**config.mk**
```make
export PLATFORM = sky130hd
export DESIGN_NAME = phase_clock_sequencer_flat
export DESIGN_NICKNAME = d
export VERILOG_FILES = /design/src/rtl/phase_clock_sequencer_if.sv /design/src/rtl/phase_clock_sequencer.sv /design/src/flat_wrapper.sv
export SDC_FILE = /design/constraint.sdc
export NUM_CORES = 1
export LEC_CHECK = 0
export CORE_MARGIN = 3
export CORE_UTILIZATION = 50
export CTS_CLUSTER_SIZE = 25
export DETAILED_ROUTE_END_ITERATION = 10
export GPL_ROUTABILITY_DRIVEN = 0
export GPL_TIMING_DRIVEN = 0
export HOLD_SLACK_MARGIN = 0.1
export PLACE_DENSITY = 0.78
export RECOVER_POWER = 100
export SYNTH_ARGS = -nofsm -noshare
export SYNTH_HDL_FRONTEND = slang
export SYNTH_SLANG_ARGS = --single-unit
```
**constraint.sdc**
```tcl
create_clock -name clk -period 2.5 [get_ports clk]
set_input_delay 0.25 -clock clk [delete_from_list [all_inputs] [get_ports clk]]
set_output_delay 0.25 -clock clk [all_outputs]
set_load 0.05 [all_outputs]
```
**src/rtl/phase_clock_sequencer_if.sv**
```systemverilog
// Control/status bundle between debug control (master) and the phase clock sequencer (slave).
// Optional cycle-limit signals exist only when CYCLE_LIMIT_EN is defined.
interface phase_clock_sequencer_if #(
    parameter int unsigned CNT_W = 32
);
    logic             run_i;
    logic             step_i;
    logic             halt_i;
    logic             ph1_o;
    logic             ph2_o;
    logic             cycle_start_o;
    logic             running_o;
    logic [CNT_W-1:0] cycle_cnt_o;
`ifdef CYCLE_LIMIT_EN
    logic [CNT_W-1:0] limit_i;
    logic             limit_hit_o;

    modport master (
        output run_i, step_i, halt_i, limit_i,
        input  ph1_o, ph2_o, cycle_start_o, running_o, cycle_cnt_o, limit_hit_o
    );
    modport slave (
        input  run_i, step_i, halt_i, limit_i,
        output ph1_o, ph2_o, cycle_start_o, running_o, cycle_cnt_o, limit_hit_o
    );
`else
    modport master (
        output run_i, step_i, halt_i,
        input  ph1_o, ph2_o, cycle_start_o, running_o, cycle_cnt_o
    );
    modport slave (
        input  run_i, step_i, halt_i,
        output ph1_o, ph2_o, cycle_start_o, running_o, cycle_cnt_o
    );
`endif
endinterface

```
**src/rtl/phase_clock_sequencer.sv**
```systemverilog
// Two-phase non-overlapping clock-enable sequencer with run/halt/step control and cycle counter.
// Optional feature: define CYCLE_LIMIT_EN to stop after limit_i CPU cycles.
module phase_clock_sequencer #(
    parameter int unsigned PH1_W = 8,
    parameter int unsigned GAP_W = 2,
    parameter int unsigned PH2_W = 8,
    parameter int unsigned CNT_W = 32
) (
    input logic               clk,
    input logic               rst_n,
    phase_clock_sequencer_if.slave bus_io
);
    localparam int unsigned MAX_PH = (PH1_W > PH2_W) ? PH1_W : PH2_W;
    localparam int unsigned MAX_W  = (MAX_PH > GAP_W) ? MAX_PH : GAP_W;
    localparam int unsigned TICK_W = (MAX_W < 2) ? 1 : $clog2(MAX_W);

    localparam logic [2:0] ST_IDLE = 3'd0;
    localparam logic [2:0] ST_PH1  = 3'd1;
    localparam logic [2:0] ST_GAP1 = 3'd2;
    localparam logic [2:0] ST_PH2  = 3'd3;
    localparam logic [2:0] ST_GAP2 = 3'd4;

    logic [2:0]        state_q, state_d;
    logic [TICK_W-1:0] tick_q, tick_d;
    logic [TICK_W-1:0] last_tick;
    logic              halt_pend_q, halt_pend_d;
    logic [CNT_W-1:0]  cnt_q, cnt_d;
    logic              ph1_q, ph2_q, start_q, running_q;
    logic              last;
    logic              start_req;
    logic              limit_stop;
    logic              first_ph1;

`ifdef CYCLE_LIMIT_EN
    logic limit_hit_q, limit_hit_d;
    assign limit_stop = (bus_io.limit_i != '0) && (cnt_q == bus_io.limit_i);
    // A reached limit blocks free-run restart until an explicit step.
    assign start_req  = bus_io.step_i || (bus_io.run_i && !limit_hit_q);
`else
    assign limit_stop = 1'b0;
    assign start_req  = bus_io.step_i || bus_io.run_i;
`endif

    always_comb begin
        last_tick = '0;
        unique case (state_q)
            ST_PH1:  last_tick = TICK_W'(PH1_W - 1);
            ST_PH2:  last_tick = TICK_W'(PH2_W - 1);
            ST_GAP1: last_tick = TICK_W'(GAP_W - 1);
            ST_GAP2: last_tick = TICK_W'(GAP_W - 1);
            default: last_tick = '0;
        endcase
    end

    assign last      = (tick_q == last_tick);
    assign first_ph1 = (state_q == ST_PH1) && (tick_q == '0);

    always_comb begin
        state_d     = state_q;
        tick_d      = tick_q + TICK_W'(1);
        halt_pend_d = halt_pend_q;
        case (state_q)
            ST_IDLE: if (start_req) state_d = ST_PH1;
            ST_PH1:  if (last) state_d = ST_GAP1;
            ST_GAP1: if (last) state_d = ST_PH2;
            ST_PH2:  if (last) state_d = ST_GAP2;
            ST_GAP2: begin
                if (last) begin
                    if (bus_io.run_i && !halt_pend_q && !limit_stop) state_d = ST_PH1;
                    else                                           state_d = ST_IDLE;
                end
            end
            default: state_d = ST_IDLE;
        endcase
        if (state_d != state_q || state_q == ST_IDLE) tick_d = '0;
        if (state_q != ST_IDLE && bus_io.halt_i) halt_pend_d = 1'b1;
        if (state_d == ST_IDLE) halt_pend_d = 1'b0;
    end

    assign cnt_d = first_ph1 ? cnt_q + CNT_W'(1) : cnt_q;

    always_ff @(posedge clk or negedge rst_n) begin
        if (!rst_n) begin
            state_q     <= ST_IDLE;
            tick_q      <= '0;
            halt_pend_q <= 1'b0;
            cnt_q       <= '0;
            ph1_q       <= 1'b0;
            ph2_q       <= 1'b0;
            start_q     <= 1'b0;
            running_q   <= 1'b0;
        end else begin
            state_q     <= state_d;
            tick_q      <= tick_d;
            halt_pend_q <= halt_pend_d;
            cnt_q       <= cnt_d;
            // Outputs are registered decodes of the current state, one clk behind it.
            ph1_q       <= (state_q == ST_PH1);
            ph2_q       <= (state_q == ST_PH2);
            start_q     <= first_ph1;
            running_q   <= (state_q != ST_IDLE);
        end
    end

`ifdef CYCLE_LIMIT_EN
    always_comb begin
        limit_hit_d = limit_hit_q;
        if (state_q == ST_GAP2 && last && limit_stop)   limit_hit_d = 1'b1;
        if (state_q == ST_IDLE && state_d == ST_PH1)    limit_hit_d = 1'b0;
    end

    always_ff @(posedge clk or negedge rst_n) begin
        if (!rst_n) limit_hit_q <= 1'b0;
        else        limit_hit_q <= limit_hit_d;
    end

    assign bus_io.limit_hit_o = limit_hit_q;
`endif

    assign bus_io.ph1_o         = ph1_q;
    assign bus_io.ph2_o         = ph2_q;
    assign bus_io.cycle_start_o = start_q;
    assign bus_io.running_o     = running_q;
    assign bus_io.cycle_cnt_o   = cnt_q;
endmodule

```
**src/flat_wrapper.sv**
```systemverilog
// flat-port wrapper written by rule: the top's interface ports become plain ports
module phase_clock_sequencer_flat 
#(
    parameter int unsigned PH1_W = 8,
    parameter int unsigned GAP_W = 2,
    parameter int unsigned PH2_W = 8,
    parameter int unsigned CNT_W = 32
)
  (clk, rst_n, bus_io_run_i, bus_io_step_i, bus_io_halt_i, bus_io_ph1_o, bus_io_ph2_o, bus_io_cycle_start_o, bus_io_running_o, bus_io_cycle_cnt_o);
  phase_clock_sequencer_if #(.CNT_W(CNT_W)) bus_io_i ();
  input logic clk;
  input logic rst_n;
  input wire logic [$bits(bus_io_i.run_i)-1:0] bus_io_run_i;
  input wire logic [$bits(bus_io_i.step_i)-1:0] bus_io_step_i;
  input wire logic [$bits(bus_io_i.halt_i)-1:0] bus_io_halt_i;
  output wire logic [$bits(bus_io_i.ph1_o)-1:0] bus_io_ph1_o;
  output wire logic [$bits(bus_io_i.ph2_o)-1:0] bus_io_ph2_o;
  output wire logic [$bits(bus_io_i.cycle_start_o)-1:0] bus_io_cycle_start_o;
  output wire logic [$bits(bus_io_i.running_o)-1:0] bus_io_running_o;
  output wire logic [$bits(bus_io_i.cycle_cnt_o)-1:0] bus_io_cycle_cnt_o;
  assign bus_io_i.run_i = bus_io_run_i;
  assign bus_io_i.step_i = bus_io_step_i;
  assign bus_io_i.halt_i = bus_io_halt_i;
  assign bus_io_ph1_o = bus_io_i.ph1_o;
  assign bus_io_ph2_o = bus_io_i.ph2_o;
  assign bus_io_cycle_start_o = bus_io_i.cycle_start_o;
  assign bus_io_running_o = bus_io_i.running_o;
  assign bus_io_cycle_cnt_o = bus_io_i.cycle_cnt_o;
  phase_clock_sequencer #(.PH1_W(PH1_W), .GAP_W(GAP_W), .PH2_W(PH2_W), .CNT_W(CNT_W)) u_core (.clk(clk), .rst_n(rst_n), .bus_io(bus_io_i));
endmodule
```
## Word level (Yosys, flattened, before mapping)

Cells that the tools add are included.

- Register bits: 43
- Latch bits: 0
- RAM bits: 0
- Bits in read-only memories: 0
- Memories: 0

- $add $sub $neg: 2
- $mul: 0
- Divide/modulo/power cells: 0
- Magnitude comparators: 0
- Equal/unequal tests: 6
- Shift-type cells: 0
- Mux-type cells: 11
- Bitwise operators: 0
- Reduce and logical (&&, ||, !) cells: 13

Operators with widths:

| cell | count |
|---|---|
| adder 32 x 1 -> 32 bit (second input constant) | 1 |
| two-way mux 3 bit | 6 |
| one-hot mux 3 bit (5 select lines) | 1 |
| logical NOT 3 bit | 3 |
| == test 3 x 2 -> 1 bit (second input constant) | 2 |
| one-hot mux 3 bit (2 select lines) | 1 |
| OR reduction 2 bit | 2 |
| adder 3 x 1 -> 3 bit (second input constant) | 1 |
| == test 3 x 1 -> 1 bit (second input constant) | 1 |
| == test 3 bit | 1 |
| == test 3 bit (second input constant) | 1 |
| logical AND 1 bit | 3 |
| two-way mux 1 bit | 3 |
| != test 3 bit | 1 |
| nonzero test 3 bit | 1 |
| logical OR 1 bit | 2 |
| nonzero test 2 bit | 1 |
| logical NOT 1 bit | 1 |

## Depth between registers and ports, before layout

Gate-level depths: netlist (run 1).

- Depth in word-level cells: 9
- Mapped depth: 8

## Worst setup path before layout (run 1)

No wires, ideal clock.

- Path kind: register to register
- Start: register u_core.cnt_q[3] (netlist: u_core.bus_io.cycle_cnt_o[3])
- End: register u_core.cnt_q[23] (netlist: u_core.bus_io.cycle_cnt_o[23])
- Library setup time: 0.141 ns
- Data arrival time: 1.817 ns
- Data required time: 2.359 ns
- Slack: 0.542 ns
- Stages on the path, launching flop included: 6
- Path buffers: 0
- Path through: dfrtp_1 -> and4_1 -> nand3_1 -> nor4b_4 -> nand4_1 -> xnor2_1

- Word-level cells in the longest chain between the ends: 1

Ends and longest elaborated chain:

| item | line | text |
|---|---|---|
| start, declared | phase_clock_sequencer.sv:27 | `logic [CNT_W-1:0] cnt_q, cnt_d;` |
| start signal, assigned | phase_clock_sequencer.sv:96 | `cnt_q <= cnt_d;` |
| adder 32 x 1 -> 32 bit | phase_clock_sequencer.sv:80 | `assign cnt_d = first_ph1 ? cnt_q + CNT_W'(1) : cnt_q;` |

No other way between the ends.
A chain may end at the register's enable or synchronous reset.

## Worst setup path after layout (run 1)

- Start: register u_core.tick_q[0]
- End: register u_core.cnt_q[24] (netlist: u_core.bus_io.cycle_cnt_o[24])

- Word-level cells in the longest chain between the ends: 2

Ends and longest elaborated chain:

| item | line | text |
|---|---|---|
| start, declared | phase_clock_sequencer.sv:24 | `logic [TICK_W-1:0] tick_q, tick_d;` |
| start signal, assigned | phase_clock_sequencer.sv:94 | `tick_q <= tick_d;` |
| logical NOT 3 bit | phase_clock_sequencer.sv:56 | `assign first_ph1 = (state_q == ST_PH1) && (tick_q == '0);` |
| logical AND 1 bit | phase_clock_sequencer.sv:56 |  |

No other way between the ends.

==> results.yml, run 1 <==
status:
  status: "finished clean"
sta:
  fin_crit_sh: 0.813
  fin_crit_ps: 2030
  hold_viol: 0
  slew_violations: 0
  fin_skew_ps: 8.36
  worst_slew_pin_slew_ps: 933
  max_slew_margin: 0.378
  rsz0062_at_grt: "false"
  fmax_mhz: 492
  tns_ps: 0
  finalSetupViolCount: 0
  hold_slack_ps: 95.3
placement:
  port-buffer-count: 40
  postPlaceCellArea_sq_um: 2470
  hpwl_mm: 3.04
clock_network:
  htreeDepth: 2
  cts_resized: 0
  hold_buffers: 0
  clk_path_buf_depth: 2
  cts_tree: "built"
  cts.clk_slew.worst_paths_ps: 80
  worstSkewPairLatency_ps: 300
  cts_setup_buffers: 0
  cts_root_buf: "clkbuf_8"
  cts_buffers: 5
  cts_sinks: 43
setup_path:
  path_class: "register to register"
  cp_cell_sequence: "inv_1 -> ha_1 -> and3b_1 -> and3_1 -> buf_4 -> nand4_1 -> nor3_1 -> xor2_1"
  reg2regPathDepth: 8
  required_ps: 2730
  r2r_end: "u_core.bus_io.cycle_cnt_o[24]$_DFFE_PN0P_"
  worstPathMaxFanout: 9
  reg2reg_from: "u_core.tick_q[0]$_DFF_PN0_"
  critical_path.top_delay_family: "simple AND/OR/NAND/NOR gates"
  cp.arrival_ps: 2260
  crit_buf_inv: 2
  critPathCaptureType: "register"
  reg2reg_slack_ps: 470
  crit_path_top_delay_cell: "dfrtp_1"
  critPathLaunchType: "register"
  max_stage_delay_ps: 460
  path_depth: 8
global_routing:
  first_global_vias: 1593
  grt-ovfl-total: 0
  antenna_found_initial: 0
  grt_pass1_wl_mm: 7.36
  grt.total_usage: 0.191
  grt_max_degree: 44
power_and_ir_drop:
  p_seq_frac: 0.410
  vdd_drop_max_v: 0.000579
  power_leakage_nw: 1.26
  p_switching_mw: 0.839
  netSwitchingFraction: 0.375
  intPower_mw: 1.40
  power.share.combinational: 0.342
  pwr-share-clk: 0.248
  powerDensity_nw_per_um2: 875
floorplan:
  coreArea_sq_um: 3770
  row_count: 22
  ios: 41
  die_w_um: 69.5
  die-area_sq_um: 4830
  initial_core_util: 0.535
  fp.dieH_um: 69.5
finish:
  antenna_cells: 0
  final_cell_mix: "dfrtp_1, dlygate4sd3_1, xnor2_1, nor2_1, nand2_1"
  fin_nets: 233
  final_area_sq_um: 2560
  areaGrowthSynthToFinish_pct: 26.8
  fin_util: 0.678
  final_common_cell: "dfrtp_1"
  drive_above_1_share: 0.0885
drt:
  drt_iter0_markers: 97
  viasPerCell: 5.38
  wire_per_inst_um: 15.0
  drt_first_pass_iters: 4
  vias: 1474
  drc: 0
  final_antenna_net_count: 0
  routed_wl_mm: 4.11
synth:
  synthesis.area_sq_um: 2020
  ys_seq_elements: 43
  synth_cell_type_count: 35
  yosys_warnings: 0
  seq_area_frac_synth: 0.533
  syn_avg_cell_area_sq_um: 11.3
  synth_cells: 178
  syn_nets: 186
flow_run:
  max_cap_viol_count: 0
min_path:
  hp-class: "primary input to asynchronous set/reset pin"
state kept, by name, indices dropped and copies added (netlist names):
register and cells:
u_core.bus_io.cycle_cnt_o 32, u_core.state_q 3, u_core.tick_q 3, u_core.bus_io.cycle_start_o 1, u_core.bus_io.ph1_o 1, u_core.bus_io.ph2_o 1
u_core.bus_io.running_o 1, u_core.halt_pend_q 1
cells by family after synthesis:
family / after synthesis / synth area share
DFF: 43 / 0.533
muxes: 1 / 0.00558
buffers and inverters: 12 / 0.0310
AOI/OAI and AO/OA: 8 / 0.0273
xor gates and xnor gates: 33 / 0.143
and+or+nand+nor: 78 / 0.241
adders and majority gates: 3 / 0.0186
per-layer routing:
layer / global-route usage / up-vias / routed length, um
li1: - / 704 / -
met1: 0.238 / 714 / 1690
met2: 0.320 / 46 / 2150
met3: 0.0377 / 10 / 174
met4: 0.0824 / 0 / 93
met5: 0 / - / 0
power by group through the flow:
stage | registers [mW] | clock network, mW | logic (mW)
after global placement | 0.927 | 0 | 0.781
final | 0.918 | 0.555 | 0.765
after global routing | 0.939 | 0.596 | 0.822
after CTS | 0.925 | 0.569 | 0.809
after detailed placement | 0.939 | 0 | 0.805
after floorplan | 1.16 | 0 | 0.332
layout make-up:
cell class	instances	area, sq um
buffer	7	36.3
clock buffer	6	82.6
clock inverter	2	35.0
fill	282	1210
inverter	5	18.8
multi-input combinational	123	853
sequential	43	1080
tap	48	60.1
timing repair buffer	40	395
worst reg2reg max path: stages (launching register included):
cell and delay (ps):
dfrtp_1 460, inv_1 110, ha_1 160, and3b_1 220, and3_1 170, buf_4 170
nand4_1 250, nor3_1 250, xor2_1 160
worst max-delay path by stage:
stage	slack [ps]	endpoint	startpoint
floorplan	540	u_core.bus_io.cycle_cnt_o[23]$_DFFE_PN0P_	u_core.bus_io.cycle_cnt_o[3]$_DFFE_PN0P_
global placement	160	u_core.bus_io.cycle_cnt_o[12]$_DFFE_PN0P_	rst_n
detailed placement	540	u_core.bus_io.cycle_cnt_o[23]$_DFFE_PN0P_	u_core.tick_q[0]$_DFF_PN0_
CTS	530	u_core.bus_io.cycle_cnt_o[23]$_DFFE_PN0P_	u_core.tick_q[0]$_DFF_PN0_
global route	250	u_core.bus_io.cycle_cnt_o[24]$_DFFE_PN0P_	u_core.tick_q[0]$_DFF_PN0_
finish	470	u_core.bus_io.cycle_cnt_o[24]$_DFFE_PN0P_	u_core.tick_q[0]$_DFF_PN0_
per-stage QoR:
| stage | power [mW] | worst slack (ps) | cells |
|---|---|---|---|
| 4_1_cts | 2.30 | 526 | 274 |
| 2_1_floorplan | 1.49 | 542 | 178 |
| 3_5_place_dp | 1.74 | 543 | 266 |
| 6_report | 2.24 | 469 | 274 |
| 3_3_place_gp | 1.71 | 162 | 266 |
| 5_1_grt | 2.36 | 248 | 274 |
cell usage after synthesis (all sizes together):
cell	n	area, sq um
dfrtp	43	1080
xnor2	21	184
nor2	18	67.6
nand2	16	60.1
xor2	12	105
nand4	11	98.8
nand3	10	50.1
and3	6	37.5
buf	5	36.3
inv	5	18.8
nor3b	4	46.3
and4	3	26.3
ha	3	37.5
nor3	3	25.0
and3b	2	18.8
clkbuf	2	7.51
nor2b	2	12.5
o211ai	2	15.0
a21oi	1	5.00
a31oi	1	6.26
a32o	1	10.0
and2b	1	8.76
mux2	1	11.3
nor4b	1	23.8
nor4bb	1	10.0
o21ai	1	5.00
o22ai	1	6.26
o31ai	1	7.51
Note: power is estimated with default switching activity, not from simulation.
==> run 2: changes to the inputs <==
- CORE_UTILIZATION: 50 -> 46
- PLACE_DENSITY: 0.78 -> 0.76
- clock period: 2.5 -> 1.7 ns (I/O delays scaled with it)
==> results.yml, run 2 (synthesized netlist as in run 1, its figures left out) <==
status:
  status: "finished, violations left"
  failed_checks: "negative setup slack"
floorplan:
  initial_core_util: 0.490
  fp.dieH_um: 72.2
  die_w_um: 72.2
  die-area_sq_um: 5220
  row_count: 23
  ios: 41
  coreArea_sq_um: 4120
min_path:
  hp-class: "primary input to asynchronous set/reset pin"
power_and_ir_drop:
  p_switching_mw: 1.34
  netSwitchingFraction: 0.382
  p_seq_frac: 0.382
  pwr-share-clk: 0.177
  vdd_drop_max_v: 0.00116
  power_mw: 3.52
  intPower_mw: 2.17
  powerDensity_nw_per_um2: 1240
  power_leakage_nw: 1.55
  power.share.combinational: 0.441
drt:
  drt_iter0_markers: 72
  routed_wl_mm: 4.21
  wire_per_inst_um: 14.1
  drc: 0
  final_antenna_net_count: 0
  drt_first_pass_iters: 4
  vias: 1515
  viasPerCell: 5.08
finish:
  fin_nets: 255
  drive_above_1_share: 0.278
  areaGrowthSynthToFinish_pct: 40.8
  largest_reg_flops: 32
  seq_area_sq_um: 1090
  multi_input_area_sq_um: 955
  fill_cells: 309
  stdcell_count: 298
  final_cell_mix: "dfrtp_1, xnor2_1, buf_4, nand2_1, dlygate4sd2_1"
  fin_util: 0.690
  final_area_sq_um: 2840
  antenna_cells: 0
  final_common_cell: "dfrtp_1"
clock_network:
  cts.clk_slew.worst_paths_ps: 70
  clk_path_buf_depth: 2
  cts_sinks: 43
  htreeDepth: 2
  cts_root_buf: "clkbuf_8"
  cts_buffers: 5
  worstSkewPairLatency_ps: 300
  cts_tree: "built"
placement:
  port-buffer-count: 40
  dp_worst_setup_slack_ps: -168
  hpwl_mm: 2.71
  dp_cells: 269
  postPlaceCellArea_sq_um: 2530
sta:
  rsz0062_at_grt: "true"
  fin_skew_ps: 8.25
  worst_slew_pin_slew_ps: 784
  finalSetupViolCount: 11
  finalWorstSetupSlack_ps: -47.6
  max_slew_margin: 0.477
  hold_slack_ps: 469
  fin_crit_ps: 1750
  fin_crit_sh: 1.03
  tns_ps: -142
  hold_viol: 0
  slew_violations: 0
  fmax_mhz: 572
global_routing:
  grt_max_degree: 29
  grt-ovfl-total: 0
  grt_pass1_wl_mm: 7.02
  grt.total_usage: 0.173
  antenna_found_initial: 0
  first_global_vias: 1485
setup_path:
  cp.arrival_ps: 1930
  required_ps: 1890
  reg2reg_from: "u_core.tick_q[0]$_DFF_PN0_"
  reg2regPathDepth: 7
  r2r_end: "u_core.bus_io.cycle_cnt_o[23]$_DFFE_PN0P_"
  worstPathMaxFanout: 5
  reg2reg_slack_ps: -50
  critPathLaunchType: "register"
  critPathCaptureType: "register"
  path_class: "register to register"
flow_run:
  max_cap_viol_count: 0
run 2: changes by cell type in the layout (fill, tap and decap cells not counted), sizes merged:
cell / delta
dlymetal6s2s: +11
clkbuf: +2
bufinv: -1
clkdlybuf4s50: +9
buf: +21
clkinv: -1
dlygate4sd3: -35
dlygate4sd2: +16
run 2: worst max-delay path, stage by stage, from the launching register on:
cell and delay, ps:
dfrtp_1 410, inv_2 90, ha_4 130, and3b_2 220, nand4_4 160, nor4b_4 330
nand4_1 150, xnor2_1 150
run 2: power groups by stage:
stage                     sequential, mW  combinational (mW)  clock, mW
after detailed placement            1.39                1.18          0
after floorplan                     1.72               0.491          0
final                               1.34                1.55      0.622
after CTS                           1.35                1.45      0.641
after global routing                1.37                1.68      0.677
after global placement              1.39                1.15          0
run 2: worst max path at each step:
stage	to	slack [ps]	depth (start not counted)	startpoint
2_1_floorplan	u_core.bus_io.cycle_cnt_o[23]$_DFFE_PN0P_	-30	5	u_core.bus_io.cycle_cnt_o[3]$_DFFE_PN0P_
3_3_place_gp	u_core.bus_io.cycle_cnt_o[2]$_DFFE_PN0P_	-800	1	rst_n
3_5_place_dp	u_core.bus_io.cycle_cnt_o[23]$_DFFE_PN0P_	-170	7	u_core.tick_q[0]$_DFF_PN0_
4_1_cts	u_core.bus_io.cycle_cnt_o[23]$_DFFE_PN0P_	-60	6	u_core.state_q[1]$_DFF_PN0_
5_1_grt	u_core.bus_io.cycle_cnt_o[26]$_DFFE_PN0P_	-160	8	u_core.tick_q[0]$_DFF_PN0_
6_report	u_core.bus_io.cycle_cnt_o[23]$_DFFE_PN0P_	-50	7	u_core.tick_q[0]$_DFF_PN0_
run 2: area by class of cell:
class / count / area share
timing repair buffer: 63 / 0.206
buffer: 6 / 0.0154
multi-input combinational: 123 / 0.336
tap: 50 / 0.0220
clock buffer: 8 / 0.0282
sequential: 43 / 0.385
inverter: 5 / 0.00661
run 2: repair_timing:
item | 4_1_cts | 5_1_grt
setup buffers | 17 | 4
setup endpoints to repair | 33 | 30
hold buffers | 1 | 0
endpoints found under the hold margin | 15 | 0
pin swaps | 12 | 20
cloned | 0 | 1
gates resized for setup | 23 | 24
run 2: metal layers:
layer / vias to the layer above / GRT usage / wire length (um)
met5: - / 0 / 0
met4: 0 / 0.0731 / 74
met3: 8 / 0.0457 / 193
met2: 33 / 0.294 / 2120
met1: 730 / 0.207 / 1820
li1: 744 / - / -
==> run 3: changes to the inputs <==
- GPL_ROUTABILITY_DRIVEN: 0 -> not set
==> results of run 3 <==
The final DEF is identical to that of run 2; final timing and power are the same.
